`src/rtl/lfsr_burst_ctrl_if.sv`:
```
// ============================================================================
// Module      : lfsr_burst_ctrl_if
// Description : Control and stream bundle for lfsr_burst_ctrl.
//               master : requester / downstream consumer (drives start,
//                        seed, burst_len, out_ready and optionally abort)
//               slave  : the burst controller itself
// Ports       : start, seed[15:0], burst_len[LEN_W-1:0], out_ready,
//               out_valid, lfsr_out[15:0], busy, done, words_left[LEN_W-1:0],
//               abort (only when LFSR_BURST_CTRL_ABORT_EN is defined)
// Revision    : 1.0 - initial release
// ============================================================================
`default_nettype none

interface lfsr_burst_ctrl_if #(
    parameter int LEN_W = 8
) ();
    logic             start;
    logic [15:0]      seed;
    logic [LEN_W-1:0] burst_len;
    logic             out_valid;
    logic             out_ready;
    logic [15:0]      lfsr_out;
    logic             busy;
    logic             done;
    logic [LEN_W-1:0] words_left;
`ifdef LFSR_BURST_CTRL_ABORT_EN
    logic             abort;

    modport master (
        output start, seed, burst_len, out_ready, abort,
        input  out_valid, lfsr_out, busy, done, words_left
    );
    modport slave (
        input  start, seed, burst_len, out_ready, abort,
        output out_valid, lfsr_out, busy, done, words_left
    );
`else
    modport master (
        output start, seed, burst_len, out_ready,
        input  out_valid, lfsr_out, busy, done, words_left
    );
    modport slave (
        input  start, seed, burst_len, out_ready,
        output out_valid, lfsr_out, busy, done, words_left
    );
`endif
endinterface

`default_nettype wire

```
`src/rtl/lfsr_burst_ctrl.sv`:
```
// ============================================================================
// Module      : lfsr_burst_ctrl
// Description : Burst sequencer around a 16-bit Fibonacci LFSR
//               (x^16+x^14+x^13+x^11+1). A start request loads a seed and
//               emits burst_len pseudo-random words on a valid/ready stream,
//               then pulses done and returns to idle.
// Ports       : clk      - system clock, rising edge
//               reset_n  - synchronous active-low reset
//               bus      - lfsr_burst_ctrl_if.slave (start/seed/burst_len in,
//                          out_valid/lfsr_out/out_ready stream, busy, done,
//                          words_left status)
// Options     : LFSR_BURST_CTRL_ABORT_EN - adds bus.abort to cut a burst
//               short from LOAD or RUN (done still pulses).
// Revision    : 1.0 - initial release
// ============================================================================
`default_nettype none

module lfsr_burst_ctrl #(
    parameter int          LEN_W        = 8,
    parameter logic [15:0] DEFAULT_SEED = 16'hACE1
) (
    input  logic             clk,
    input  logic             reset_n,
    lfsr_burst_ctrl_if.slave bus
);
    localparam logic [1:0] c_st_idle = 2'd0;
    localparam logic [1:0] c_st_load = 2'd1;
    localparam logic [1:0] c_st_run  = 2'd2;
    localparam logic [1:0] c_st_done = 2'd3;

    localparam logic [LEN_W-1:0] c_one = LEN_W'(1);

    logic [1:0]       r_state;
    logic [15:0]      r_lfsr;
    logic [LEN_W-1:0] r_words_left;

    logic             w_fb;
    logic [15:0]      w_lfsr_next;
    logic [15:0]      w_seed_eff;
    logic             w_handshake;
    logic             w_abort;

    assign w_fb        = r_lfsr[15] ^ r_lfsr[13] ^ r_lfsr[12] ^ r_lfsr[10];
    assign w_lfsr_next = {r_lfsr[14:0], w_fb};

    // An all-zero seed would lock the LFSR, so substitute the default.
    assign w_seed_eff  = (bus.seed == 16'h0000) ? DEFAULT_SEED : bus.seed;

    assign w_handshake = (r_state == c_st_run) && bus.out_ready;

`ifdef LFSR_BURST_CTRL_ABORT_EN
    assign w_abort = bus.abort && ((r_state == c_st_load) || (r_state == c_st_run));
`else
    assign w_abort = 1'b0;
`endif

    always_ff @(posedge clk) begin
        if (!reset_n) begin
            r_state      <= c_st_idle;
            r_lfsr       <= 16'h0000;
            r_words_left <= '0;
        end else begin
            case (r_state)
                c_st_idle: begin
                    if (bus.start) begin
                        if (bus.burst_len != '0) begin
                            r_state      <= c_st_load;
                            r_lfsr       <= w_seed_eff;
                            r_words_left <= bus.burst_len;
                        end else begin
                            // Empty burst: report completion, leave LFSR alone.
                            r_state <= c_st_done;
                        end
                    end
                end
                c_st_load: begin
                    r_state <= c_st_run;
                end
                c_st_run: begin
                    // Stepping on every handshake, including the last, leaves
                    // the register one step past the final delivered word.
                    if (w_handshake) begin
                        r_lfsr       <= w_lfsr_next;
                        r_words_left <= r_words_left - c_one;
                        if (r_words_left == c_one) begin
                            r_state <= c_st_done;
                        end
                    end
                end
                c_st_done: begin
                    r_state <= c_st_idle;
                end
                default: begin
                    r_state <= c_st_idle;
                end
            endcase

            // Abort overrides the state/count update but not the LFSR step,
            // so a coinciding final handshake still counts as delivered.
            if (w_abort) begin
                r_state      <= c_st_done;
                r_words_left <= '0;
            end
        end
    end

    assign bus.out_valid  = (r_state == c_st_run);
    assign bus.busy       = (r_state == c_st_load) || (r_state == c_st_run);
    assign bus.done       = (r_state == c_st_done);
    assign bus.lfsr_out   = r_lfsr;
    assign bus.words_left = r_words_left;

endmodule

`default_nettype wire

```
`src/flat_wrapper.sv`:
```
// flat-port wrapper written by rule: the top's interface ports become plain ports
module lfsr_burst_ctrl_flat 
#(
    parameter int          LEN_W        = 8,
    parameter logic [15:0] DEFAULT_SEED = 16'hACE1
)
  (clk, reset_n, bus_start, bus_seed, bus_burst_len, bus_out_ready, bus_out_valid, bus_lfsr_out, bus_busy, bus_done, bus_words_left);
  lfsr_burst_ctrl_if #(.LEN_W(LEN_W)) bus_i ();
  input  logic clk;
  input  logic reset_n;
  input wire logic [$bits(bus_i.start)-1:0] bus_start;
  input wire logic [$bits(bus_i.seed)-1:0] bus_seed;
  input wire logic [$bits(bus_i.burst_len)-1:0] bus_burst_len;
  input wire logic [$bits(bus_i.out_ready)-1:0] bus_out_ready;
  output wire logic [$bits(bus_i.out_valid)-1:0] bus_out_valid;
  output wire logic [$bits(bus_i.lfsr_out)-1:0] bus_lfsr_out;
  output wire logic [$bits(bus_i.busy)-1:0] bus_busy;
  output wire logic [$bits(bus_i.done)-1:0] bus_done;
  output wire logic [$bits(bus_i.words_left)-1:0] bus_words_left;
  assign bus_i.start = bus_start;
  assign bus_i.seed = bus_seed;
  assign bus_i.burst_len = bus_burst_len;
  assign bus_i.out_ready = bus_out_ready;
  assign bus_out_valid = bus_i.out_valid;
  assign bus_lfsr_out = bus_i.lfsr_out;
  assign bus_busy = bus_i.busy;
  assign bus_done = bus_i.done;
  assign bus_words_left = bus_i.words_left;
  lfsr_burst_ctrl #(.LEN_W(LEN_W), .DEFAULT_SEED(DEFAULT_SEED)) u_core (.clk(clk), .reset_n(reset_n), .bus(bus_i));
endmodule
```
`config.mk`:
```
export PLATFORM = sky130hd
export DESIGN_NAME = lfsr_burst_ctrl_flat
export DESIGN_NICKNAME = d
export VERILOG_FILES = /design/src/rtl/lfsr_burst_ctrl_if.sv /design/src/rtl/lfsr_burst_ctrl.sv /design/src/flat_wrapper.sv
export SDC_FILE = /design/constraint.sdc
export NUM_CORES = 1
export LEC_CHECK = 0
export ABC_AREA = 1
export CAP_MARGIN = 20
export CORE_MARGIN = 4
export CORE_UTILIZATION = 40
export CTS_CLUSTER_SIZE = 14
export DETAILED_ROUTE_END_ITERATION = 16
export PLACE_DENSITY = 0.71
export SYNTH_ARGS = -nofsm -noshare
export SYNTH_HDL_FRONTEND = slang
export SYNTH_SLANG_ARGS = --single-unit
```
`constraint.sdc`:
```
create_clock -name clk -period 2.52 [get_ports clk]
set_input_delay 0.504 -clock clk [delete_from_list [all_inputs] [get_ports clk]]
set_output_delay 0.504 -clock clk [all_outputs]
set_load 0.02 [all_outputs]
```
==> impl_metrics.json <==
{
  "reg2reg_slack_ns": 0.73,
  "ys_seq_elements": 26,
  "grt-ovfl-total": 0,
  "stdcell_count": 388,
  "hpwl_mm": 3.307,
  "tritoncts": "done",
  "fin_skew_ns": 0.001007,
  "grt_max_degree": 23,
  "dr.pass1.iters": 4,
  "grt_pass1_vias": 1531,
  "wl_per_cell_um": 11.18,
  "p_total_w": 0.002870,
  "synth_cell_types": 20,
  "rows": 23,
  "gp_routability_congestion": 0.8594,
  "dieArea_mm2": 0.005333,
  "ff2ff_path_depth": 10,
  "slew_headroom": 0.7011,
  "yosys.area.top_type_share": 0.3077,
  "drv_slew": 0,
  "clk-insertion-delay-late_ns": 0.27,
  "min-delay-path-class": "flop to flop",
  "cts_setup_buffers": 0,
  "synthCells": 287,
  "grtUsageTotal": 0.1618,
  "r2r_start": "u_core.r_state[0]",
  "ir_drop_mv": 0.6006,
  "regArea_um2": 520.5,
  "cts_sinks": 26,
  "whs_ns": 0.5159,
  "drive_gt1_frac": 0.04142,
  "syn_area_per_cell_um2": 5.894,
  "start_kind": "flop",
  "die_w_um": 73.03,
  "die_y_um": 73.03,
  "diodes": 0,
  "netlist_top_cells_area": "dfxtp_1, nand2_1, nor2_1",
  "cp-end-kind": "primary output",
  "multiInputGateArea_um2": 984.7,
  "core_mm2": 0.004058,
  "setup_viol": 0,
  "cts_root_buffer": "clkbuf_8",
  "vias_per_cell": 4.719,
  "nets": 374,
  "grt_pass1_wl_mm": 6.975,
  "dp.cells": 385,
  "cp.arrival_ns": 1.69,
  "setup-tns-final_ns": 0,
  "worstHoldEndpoint": "u_core.bus.lfsr_out[2]",
  "cap_viol_max_count": 0,
  "postCtsResizedCells": 0,
  "detail_route.iter0.violations": 111,
  "fillCellCount": 422,
  "syn_to_final_growth_pct": 36.17,
  "synth_warnings": 0,
  "clk_pin_slew_ns": 0.09,
  "p_leak_nw": 1.099,
  "min_delay_path_depth": 2,
  "htree_levels": 1,
  "drt_drc_violations_left": 0,
  "tightest_slew_ns": 0.4479,
  "io_pins": 55,
  "fin_crit_sh": 0.8714,
  "cts_made_buffers": 3,
  "hold_start": "u_core.bus.lfsr_out[2]",
  "required_ns": 2.02,
  "hold_viol_final": 0,
  "yosys.area.top_type": "dfxtp_1",
  "critPathLaunch": "u_core.r_state[0]",
  "synthesis.area_mm2": 0.001692,
  "crit_type": "flop to primary output",
  "start_util": 0.4169,
  "max_freq_mhz": 455.4,
  "ys_seq_area_frac": 0.3077,
  "postLayoutCoreUtil": 0.5677,
  "antenna_found_initial": 0,
  "rsz0062_at_grt": "no",
  "portBuffers": 54,
  "status": "complete, no violations",
  "holdBufCountCts": 0,
  "period_minus_slack_ns": 2.196,
  "wl_mm": 4.336,
  "syn-num-nets": 321,
  "vias": 1831,
  "path_max_fanout": 12,
  "clockBufferDepth": 2,
  "antenna_left": 0,
  "r2r_end": "u_core.bus.words_left[6]",
  "p_per_area_mw_per_mm2": 1246
}
## cell families (layout without fill, tap and decap cells)
logic type / after synthesis / count (layout) / share of synthesized area
AOI/OAI and AO/OA: 29 / 29 / 0.08654
xor gates and xnor gates: 1 / 1 / 0.005178
adders and majority gates: 6 / 6 / 0.04438
buffers and inverters: 42 / 93 / 0.1102
DFF: 26 / 26 / 0.3077
muxes: 6 / 6 / 0.03550
and+or+nand+nor: 177 / 177 / 0.4105
## cell type report
type,instances,area share
timing repair buffer,59,0.2510
clock buffer,3,0.01793
multi-input combinational,219,0.4275
inverter,31,0.05052
tap,50,0.02716
sequential,26,0.2260
## metrics by stage
stage,instance area [µm²],worst slack (ns)
final,2303,0.3241
after global routing,2303,0.2336
after CTS,2303,0.3115
after detailed placement,2262,0.5202
after global placement,2262,0.5640
after floorplan,1692,0.8518
## worst max-delay path, cell delays in order, from the launching register on
cell and delay (ns):
dfxtp_1 0.32, inv_1 0.11, ha_1 0.18, buf_4 0.19, clkdlybuf4s50_1 0.62
## synth_stat cells (all sizes together)
cell	instances
clkbuf	3
and2	1
o21ai	13
a31oi	1
nand2	107
a21oi	15
buf	8
nand3	10
ha	6
xor2	1
inv	31
dfxtp	26
nor2	58
nand4	1
mux2i	6
## registers in the layout (all words and copies together) (netlist names)
register / flops
u_core.bus.words_left: 8
u_core.bus.lfsr_out: 16
u_core.r_state: 2
## cell usage in the layout, fill, tap and decap left out, drive strengths merged
cell type / synthesis / routed
clkbuf: 3 / 3
nor2: 58 / 58
a21oi: 15 / 15
dfxtp: 26 / 26
ha: 6 / 6
and2: 1 / 1
buf: 8 / 5
a31oi: 1 / 1
inv: 31 / 31
mux2i: 6 / 6
clkdlybuf4s50: 0 / 54
o21ai: 13 / 13
nand2: 107 / 107
nand3: 10 / 10
xor2: 1 / 1
nand4: 1 / 1
## worst max-delay path by stage
stage,depth (start not counted),end,slack (ns)
2_1_floorplan,11,u_core.bus.words_left[0],0.85
3_3_place_gp,9,u_core.bus.words_left[6],0.56
3_5_place_dp,9,u_core.bus.words_left[6],0.52
4_1_cts,4,bus_out_valid,0.31
5_1_grt,4,bus_out_valid,0.23
6_report,4,bus_out_valid,0.32
## report_power, final
part | internal [W] | switching (W) | leakage [nW]
clock | 0.000107 | 0.000129 | 0.0216
sequential | 0.000594 | 0.000160 | 0.216
combinational | 0.000775 | 0.00110 | 0.861
total | 0.00148 | 0.00139 | 1.10
## metal layers
metal,track usage,routed length (µm),up-vias
met5,0,0,-
met4,0.03279,24,0
met3,0.02479,272,2
met2,0.2542,2004,52
met1,0.2333,2036,798
li1,-,-,979
(Power assumes the default switching activity.)
